File: src/rtl/sprite_pkg.sv
// +-------------------------------------------------------------------------+
// | sprite_pkg : shared sprite geometry, draw command and drawer FSM states |
// | Revision   : 1.0                                                        |
// +-------------------------------------------------------------------------+
`default_nettype none

package sprite_pkg;

    localparam int SPR_SIZE = 16;
    localparam int SCREEN_W = 640;
    localparam int SCREEN_H = 480;
    localparam int PIX_W    = 4;

    typedef struct packed {
        logic [9:0] col;
        logic       flip;
        logic [7:0] frame;
        logic [3:0] rowoff;
    } draw_cmd_t;

    typedef enum logic [1:0] {
        S_IDLE = 2'd0,
        S_LOAD = 2'd1,
        S_DRAW = 2'd2
    } drw_state_t;

endpackage

`default_nettype wire

File: src/rtl/sprite_drawer.sv
// +-------------------------------------------------------------------------+
// | sprite_drawer : fetches one 16-pixel sprite row and writes it, clipped, |
// |                 into the next-scanline line buffer.  Revision: 1.0      |
// +-------------------------------------------------------------------------+
`default_nettype none

module sprite_drawer #(
    parameter int SCREEN_W = 640,
    parameter int PIX_W    = 4
) (
    input  logic                clk,
    input  logic                reset,
    input  logic                start_row,
    input  logic                draw_req,
    input  logic [9:0]          col_base,
    input  logic                flip,
    input  logic [7:0]          frame_id,
    input  logic [3:0]          row_off,
    output logic                draw_done,
    output logic                rom_en,
    output logic [11:0]         rom_addr,
    input  logic [16*PIX_W-1:0] rom_data,
    output logic                lb_we,
    output logic [9:0]          lb_addr,
    output logic [PIX_W-1:0]    lb_data
);
    import sprite_pkg::*;

    localparam logic [10:0] COL_LIMIT = 11'(SCREEN_W);
    localparam logic [3:0]  PX_LAST   = 4'(SPR_SIZE - 1);

    drw_state_t          state, state_nxt;
    draw_cmd_t           cmd;
    logic [9:0]          col_r;
    logic                flip_r;
    logic [16*PIX_W-1:0] row_r;
    logic [3:0]          px;
    logic [3:0]          sel;
    logic [PIX_W-1:0]    pix;
    logic [10:0]         col;
    logic                wr;

    assign cmd       = '{col: col_base, flip: flip, frame: frame_id, rowoff: row_off};
    assign rom_addr  = {cmd.frame, cmd.rowoff};
    assign draw_done = (state == S_IDLE) && !draw_req;

    assign sel = flip_r ? (PX_LAST - px) : px;
    assign pix = row_r[PIX_W*sel +: PIX_W];
    // 11-bit sum so columns past 1023 cannot wrap back into the visible range
    assign col = {1'b0, col_r} + {7'b0, px};
    assign wr  = (state == S_DRAW) && !start_row && (pix != '0) && (col < COL_LIMIT);

    always_comb begin
        state_nxt = state;
        rom_en    = 1'b0;
        case (state)
            S_IDLE: begin
                if (draw_req) begin
                    rom_en    = 1'b1;
                    state_nxt = S_LOAD;
                end
            end
            S_LOAD:  state_nxt = S_DRAW;
            S_DRAW:  if (px == PX_LAST) state_nxt = S_IDLE;
            default: state_nxt = S_IDLE;
        endcase
        if (start_row) begin
            state_nxt = S_IDLE;
            rom_en    = 1'b0;
        end
    end

    always_ff @(posedge clk or negedge reset) begin
        if (!reset) state <= S_IDLE;
        else        state <= state_nxt;
    end

    always_ff @(posedge clk or negedge reset) begin
        if (!reset) begin
            px      <= '0;
            row_r   <= '0;
            col_r   <= '0;
            flip_r  <= 1'b0;
            lb_we   <= 1'b0;
            lb_addr <= '0;
            lb_data <= '0;
        end else begin
            lb_we   <= wr;
            lb_addr <= col[9:0];
            lb_data <= pix;
            if (rom_en) begin
                col_r  <= cmd.col;
                flip_r <= cmd.flip;
            end
            if (start_row) begin
                px <= '0;
            end else if (state == S_LOAD) begin
                row_r <= rom_data;
                px    <= '0;
            end else if (state == S_DRAW) begin
                px <= px + 4'd1;
            end
        end
    end

endmodule

`default_nettype wire

File: config.mk
export PLATFORM = sky130hd
export DESIGN_NAME = sprite_drawer
export DESIGN_NICKNAME = d
export VERILOG_FILES = /design/src/rtl/sprite_pkg.sv /design/src/rtl/sprite_drawer.sv
export SDC_FILE = /design/constraint.sdc
export NUM_CORES = 1
export LEC_CHECK = 0
export CORE_MARGIN = 2
export CORE_UTILIZATION = 50
export DETAILED_ROUTE_END_ITERATION = 10
export PLACE_DENSITY_LB_ADDON = 0.05
export SLEW_MARGIN = 15
export SYNTH_ARGS = -nofsm -noshare
export SYNTH_HDL_FRONTEND = slang
export SYNTH_SLANG_ARGS = --single-unit
export TNS_END_PERCENT = 1
File: constraint.sdc
create_clock -name clk -period 2.6 [get_ports clk]
set_input_delay 0.39 -clock clk [delete_from_list [all_inputs] [get_ports clk]]
set_output_delay 0.39 -clock clk [all_outputs]
set_load 0.03 [all_outputs]
Word level (Yosys, flattened, before mapping)
Cells that the tools add are included.
Operators by class
  add/sub/neg operators: 3
  magnitude comparators: 1
  equal/unequal tests: 5
  shift operators: 1
  muxes and demuxes: 11
  bitwise gates (word level): 1
  reduce and logical (&&, ||, !) cells: 11
Operator list (count)
  $shiftx 64x7->4: 1
  $mux 4: 4
  $add 10x4->11: 1
  $lt 11x10->1 const B: 1
  $mux 2: 3
  $ne 3x3->1 const B: 2
  $pmux 2 s3: 1
  $add 4x1->4 const B: 1
  $eq 4x4->1 const B: 1
  $logic_and 1x1->1: 4
  $reduce_and 2->1: 2
  $reduce_bool 4->1: 1
  $sub 4x4->4 const A: 1
  $mux 1: 3
  $reduce_bool 3->1: 1
  $eq 2x1->1 const B: 1
  $eq 2x2->1 const B: 1
  $logic_not 1->1: 2
  $logic_not 2->1: 1
  $not 1->1: 1
Word-level totals
  register bits after elaboration: 96
  input port bits: 91
  output and inout bits: 29
  word-level logic and storage cells: 41

Longest topological paths before layout
Gate-level depths: netlist of run 1.
  depth after elaboration: 6
  gate-level depth with buffers: 10
  gate-level depth less buffers: 8

Worst setup path after synthesis of run 1
No wires, ideal clock.
  kind: reg2reg
  start point: register px[0]
  end point: register lb_we
  setup time: 0.122 ns
  arrival time: 2.134 ns
  required time: 2.478 ns
  path slack: 0.344 ns
  stages on the path, launching flop included: 9
  path buffers: 0
  clock period less this slack: 2.256 ns
  cell sequence: dfrtp_1 ha_1 fa_1 a21o_1 a21oi_1 nor2_1 a21boi_0 mux2i_1 a2111oi_1
Between the ends
  longest elaborated chain between the ends: 6
  elaborated cells on any way between the ends: 8
  classes of those cells: add/sub: 2; order compare: 1; shift: 1; mux: 1; reduce/logical: 3
RTL lines
  start, declared: line sprite_drawer.sv:37  | logic [3:0] px;
  start signal, assigned: line sprite_drawer.sv:101  | px <= px + 4'd1;
  $sub 4x4->4: line sprite_drawer.sv:47  | assign sel = flip_r ? (PX_LAST - px) : px;
  $mux 4: line sprite_drawer.sv:47
  $shiftx 64x7->4: line sprite_drawer.sv:48  | assign pix = row_r[PIX_W*sel +: PIX_W];
  $reduce_bool 4->1: line sprite_drawer.sv:51  | assign wr = (state == S_DRAW) && !start_row && (pix != '0) && (col < COL_LIMIT);
  $logic_and 1x1->1: line sprite_drawer.sv:51
  $logic_and 1x1->1 *: line sprite_drawer.sv:51
  named net wr: line sprite_drawer.sv:41  | logic wr;
  end signal, assigned: line sprite_drawer.sv:88  | lb_we <= wr;
  end, declared: line sprite_drawer.sv:23  | output logic lb_we,
Mark *: on every way through the listed nets, which the timed path passes. The rest lies on a longest branch.
A chain may end at the register's enable or synchronous reset.

Worst setup path after layout of run 1
  start point: register px[1]
  end point: register lb_we
Between the ends
  longest elaborated chain between the ends: 6
  elaborated cells on any way between the ends: 8
  classes of those cells: add/sub: 2; order compare: 1; shift: 1; mux: 1; reduce/logical: 3
RTL lines
  $sub 4x4->4: line sprite_drawer.sv:47
  $mux 4 *: line sprite_drawer.sv:47
  $shiftx 64x7->4 *: line sprite_drawer.sv:48
  named net pix[0]: line sprite_drawer.sv:39  | logic [PIX_W-1:0] pix;
  $reduce_bool 4->1 *: line sprite_drawer.sv:51
  $logic_and 1x1->1 * (2 in a row): line sprite_drawer.sv:51
  named net wr: line sprite_drawer.sv:41
Marks and branches as above.

==> results of run 1 <==
-- cells in the mapped netlist (2+ instances only) --
| cell type | instances | share of area (%) |
|---|---|---|
| a211o_1 | 3 | 0.52 |
| a211oi_1 | 4 | 0.59 |
| a21o_1 | 3 | 0.44 |
| a21oi_1 | 7 | 0.69 |
| a221oi_1 | 4 | 0.69 |
| a22o_1 | 9 | 1.5 |
| a22oi_1 | 8 | 1.2 |
| a2bb2oi_1 | 3 | 0.52 |
| buf_1 | 2 | 0.15 |
| buf_2 | 6 | 0.59 |
| buf_4 | 19 | 2.8 |
| buf_6 | 3 | 0.66 |
| clkbuf_1 | 9 | 0.66 |
| dfrtp_1 | 96 | 47 |
| ha_1 | 5 | 1.2 |
| inv_1 | 5 | 0.37 |
| mux2_2 | 75 | 17 |
| mux2i_1 | 23 | 4.5 |
| mux4_1 | 3 | 1.5 |
| mux4_2 | 7 | 3.1 |
| nand2_1 | 10 | 0.74 |
| nand2b_1 | 9 | 1.1 |
| nand3_1 | 6 | 0.59 |
| nand3b_1 | 6 | 0.88 |
| nor2_1 | 17 | 1.3 |
| nor2b_1 | 6 | 0.74 |
| nor3_1 | 2 | 0.20 |
| nor3b_1 | 2 | 0.29 |
| nor4b_1 | 2 | 0.34 |
| o211ai_1 | 7 | 1.0 |
| o21ai_0 | 8 | 0.79 |
| o22ai_1 | 10 | 1.2 |
| o32ai_1 | 3 | 0.52 |
| or3b_1 | 3 | 0.52 |
| or3b_2 | 2 | 0.34 |
| xnor2_1 | 4 | 0.69 |
| xor2_1 | 5 | 0.86 |
-- critical path: cells and delay by family, from the launching register on --
family,cells,cell delay [ps]
AND/OR/NAND/NOR,2,890
AO/OA/AOI/OAI,4,700
flip-flops,1,430
buffers and inverters,1,300
-- registers in the layout, summed over array words and instances, names as in the netlist --
name and count:
lb_data 4, px 4, col_r 10, row_r 64, flip_r 1, state 2
lb_we 1, lb_addr 10
-- report_power, final --
group | switching, uW | internal [uW]
sequential | 328 | 1880
combinational | 552 | 768
clock | 542 | 554
-- worst min path at each step --
stage	start	to	slack, ps	cells after the start
2_1_floorplan	reset	col_r[0]$_DFFE_PN0P_	90	0
3_3_place_gp	reset	col_r[5]$_DFFE_PN0P_	480	1
3_5_place_dp	reset	lb_addr[6]$_DFF_PN0_	480	1
4_1_cts	reset	lb_addr[6]$_DFF_PN0_	90	1
5_1_grt	reset	lb_addr[5]$_DFF_PN0_	110	1
6_report	reset	lb_addr[5]$_DFF_PN0_	70	1
-- cells in the final DEF (no fill, tap or decap), types with 7 or more instances in the layout --
master and instances:
dfrtp_1 93, clkbuf_8 9, mux4_2 7, a22o_1 9, mux2_2 75, nor2_1 17
o22ai_1 10, o21ai_0 8, a22oi_1 8, buf_4 11, clkdlybuf4s50_1 93, a21oi_1 7
nand2_1 10, nand2b_1 9, mux2i_1 23, o211ai_1 7
-- per-stage QoR --
stage / cells / cell area, um^2
2_1_floorplan: 410 / 5090
3_3_place_gp: 610 / 6080
6_report: 626 / 6320
4_1_cts: 626 / 6310
3_5_place_dp: 610 / 6080
5_1_grt: 626 / 6320
-- metal layers --
layer  routed length, um  up-vias  track usage, %
li1                    -     1672               -
met1                4690     1731            26.8
met2                5120       79            32.4
met3                 470       16            4.49
met4                 128        0            5.71
met5                   0        -               0
-- cell type report --
| class | count | area (um^2) |
|---|---|---|
| repair buffers | 107 | 1070 |
| inverters | 5 | 18.8 |
| clock buffers | 9 | 124 |
| multi-input cells | 269 | 2430 |
| fillers | 838 | 3500 |
| clock inverters | 7 | 100 |
| flip-flops and latches | 96 | 2410 |
| well taps | 133 | 166 |
-- cell families (layout without fill, tap and decap cells) --
family                     after synthesis  count (layout)  synth area share (%)
AOI/OAI and AO/OA                       74              74                  10.6
and+or+nand+nor                         72              72                  7.86
xor gates and xnor gates                 9               9                  1.55
adders and majority gates                6               6                  1.62
DFF                                     96              96                  47.2
buffers and inverters                   45             128                  5.53
muxes                                  108             108                  25.7
==> results.toml, run 1 <==
[setup_path]
slowest_stage = "or3b_2"
reg2reg_from = "px[1]$_DFFE_PN0P_"
critPathLaunch = "px[1]$_DFFE_PN0P_"
max_stage_delay_ps = 470
cp_cell_sequence = "buf_4, or3b_2, a22oi_1, a211oi_1, o311a_1, nor4_1, a2111oi_2"
crit_path_max_fanout = 27
worstSetupEndpointType = "register"
criticalPathCategory = "register to register"
r2r_setup_slack_ps = 130
arrival_ps = 2700
required_ps = 2830
startpoint_type = "register"
endpoint = "lb_we$_DFF_PN0_"
r2r_end = "lb_we$_DFF_PN0_"
rr_worst_depth = 7

[layout]
nets = 585
area_delta_synth_final_pct = 24.0
drive_above_1_share_pct = 24.5
n_antenna_cell = 0
utilization_pct = 64.3

[synth]
yosysWarnings = 0
ys_seq_area_share_pct = 47.2
synth.distinct_cells = 51
async_flop_share_pct = 100
synth_area_mm2 = 0.00509
syn-num-nets = 507
synth_seq_cells = 96
synth_area_per_cell_um2 = 12.4
syn_inst = 410
synthFlopType = "dfrtp_1"
synth_edf_count = 0

[floorplanning]
io_pins = 120
fp-row-count = 36
dieArea_mm2 = 0.0110
die_y_um = 105
core_region_area_mm2 = 0.00982
die_x_um = 105
start_util_pct = 51.9

[clocking]
cts_hold_buf = 0
cts_resized = 0
cts.clk_slew.worst_paths_ps = 100
cts_sinks = 96
htree_levels = 3
cts.root.buffer_cell = "clkbuf_8"
clockBufferDepth = 2
numCtsBuffers = 9
cts_setup_buffers = 0
cts_tree = "yes"
insertion_delay_ps = 370

[sta]
fin_crit_ps = 2470
skew_ps = 9.81
fin_crit_sh_pct = 94.8
maxSlewViolCount = 0
grt_setup_unrepaired = "no"
hold_ws_ps = 65.9
final_hold_viol_count = 0
fin_tns_setup_ps = 0
clock.fmax_ghz = 0.406
tightest_slew_ps = 690
slew_headroom_pct = 54.0
setup_viol = 0
fin_ws_ps = 135

[drt]
wl_per_cell_um = 16.6
drc = 0
first_pass_iters = 4
num_vias = 3498
ant_nets = 0
via_per_inst = 5.59
drt_iter0_drc = 113
wl_um = 10400

[placement]
pre_cts_ws_ps = 196
place.gp.congestion = 0.836
hpwl_um = 7740
io_buffers = 95

[grt]
grt_overflow = 0
grt_pass1_wl_um = 17700
grt_pass1_vias = 3569
grt_usage_pct = 19.9
grt_start_max_net_pins = 68
antenna_found_initial = 0

[outcome]
status = "complete, no violations"

[power]
power.total_uw = 4630
peakVddDrop_v = 0.000337
power_leakage_uw = 0.00250
pwr_density_cell_mw_per_mm2 = 733

[run]
drv_cap = 0

[min_path]
hold_path_class = "primary input to async pin"
No activity file was read; power rests on OpenSTA's default activity.
==> inputs of run 2 (changes only) <==
Settings changed: MAX_ROUTING_LAYER set to met4.
==> results.toml, run 2 (same netlist as run 1, synthesis figures left out) <==
[sta]
fin_crit_ps = 2410
slew_headroom_pct = 53.9
tightest_slew_ps = 692
maxSlewViolCount = 0
final_hold_viol_count = 0
fin_crit_sh_pct = 92.9
grt_setup_unrepaired = "no"
fin_tns_setup_ps = 0
fin_ws_ps = 186
clock.fmax_ghz = 0.414
setup_viol = 0
skew_ps = 8.46

[drt]
wl_um = 10400
drt_iter0_drc = 119
drc = 0
wl_per_cell_um = 16.7
first_pass_iters = 4
ant_nets = 0
num_vias = 3512
via_per_inst = 5.61

[layout]
regMostFlops = "row_r"
final_cell_mix = "93 x dfrtp_1, 93 x clkdlybuf4s50_1, 75 x mux2_2, 23 x mux2i_1, 17 x nor2_1"
stdcell_count = 626
drive_above_1_share_pct = 24.7
n_antenna_cell = 0
fillers = 836
largest_reg_flops = 64
reg_top3 = "row_r: 64 flops, col_r: 10 flops, lb_addr: 10 flops"
final_area_mm2 = 0.00632
nets = 585
area_delta_synth_final_pct = 24.1

[floorplanning]
start_util_pct = 51.9
die_x_um = 105
io_pins = 120
die_y_um = 105
core_region_area_mm2 = 0.00982
fp-row-count = 36
dieArea_mm2 = 0.0110

[clocking]
clockBufferDepth = 2
cts_tree = "yes"
cts_setup_buffers = 0
htree_levels = 3
cts_sinks = 96
numCtsBuffers = 9
cts.clk_slew.worst_paths_ps = 90
cts.root.buffer_cell = "clkbuf_8"
insertion_delay_ps = 360

[setup_path]
criticalPathCategory = "register to register"
worstSetupEndpointType = "register"
reg2reg_from = "px[0]$_DFFE_PN0P_"
critPathLaunch = "px[0]$_DFFE_PN0P_"
crit_path_max_fanout = 3
startpoint_type = "register"
required_ps = 2850
arrival_ps = 2660

[grt]
grt_pass1_vias = 3594
antenna_found_initial = 0
grt_start_max_net_pins = 68
grt_pass1_wl_um = 17700
grt_usage_pct = 20.4
grt_overflow = 0

[power]
peakVddDrop_v = 0.000336
power_leakage_uw = 0.00250
pwr_density_cell_mw_per_mm2 = 732

[outcome]
status = "complete, no violations"

[run]
drv_cap = 0

[placement]
io_buffers = 95
hpwl_um = 7740
pre_cts_ws_ps = 196
placed_cells = 610
place.gp.congestion = 0.849
place_area_mm2 = 0.00608

[min_path]
hold_path_class = "primary input to async pin"
run 2: cell counts in the layout (fill, tap and decap cells not counted):
Identical to the previous run, type by type.
run 2: layout make-up:
cell class              count  area (um^2)  area share, %
clock inverters             7          100           1.58
clock buffers               9          124           1.96
well taps                 133          166           2.63
inverters                   5         18.8          0.297
flip-flops and latches     96         2410           38.0
multi-input cells         269         2430           38.5
repair buffers            107         1070           17.0
run 2: metrics by stage:
stage,hold slack (ps),power (uW),util [%]
after detailed placement,478,3570,62.0
after floorplan,94.4,3070,-
final,65.3,4630,64.4
after CTS,92.7,4680,64.2
after global routing,112,4900,64.4
after global placement,480,3530,62.0
run 2: routing by layer:
layer,GRT usage [%],wire length (um),up-vias
met1,26.6,4660,1737
met3,4.43,489,20
met5,-,0,-
met2,32.6,5160,81
met4,5.71,138,0
li1,-,-,1674
run 2: repair_timing:
| action | CTS | global route |
|---|---|---|
| gates resized for setup | 0 | 4 |
| hold buffers | 0 | 0 |
| setup endpoints to repair | 0 | 1 |
run 2: final timing paths:
path,cells after the start,slack [ps],to
setup / recovery,8,190,lb_we$_DFF_PN0_
hold / removal,1,70,lb_addr[6]$_DFF_PN0_
setup reg to reg,8,190,lb_we$_DFF_PN0_
hold reg to reg,1,520,lb_addr[5]$_DFF_PN0_
max in group asynchronous,2,1890,col_r[8]$_DFFE_PN0P_
min in group clk,1,520,lb_addr[5]$_DFF_PN0_
run 2: critical path, cell delays in order (launching register included):
cell	delay [ps]
dfrtp_2	450
ha_1	210
fa_1	420
a21o_1	200
a21oi_1	230
nor2_1	100
a21boi_0	180
mux2i_1	120
a2111oi_1	390
run 2: power breakdown:
part | leakage [uW] | internal [uW] | total [uW] | switching (uW)
sequential | 0.00114 | 1880 | 2210 | 326
combinational | 0.00124 | 772 | 1330 | 555
clock | 0.000115 | 554 | 1090 | 540
total | 0.00250 | 3210 | 4630 | 1420
==> inputs of run 3 (changes only) <==
Settings changed: MAX_ROUTING_LAYER met4 to not set.
==> results of run 3 <==
No change in the layout: final DEF, timing and power equal those of run 1.
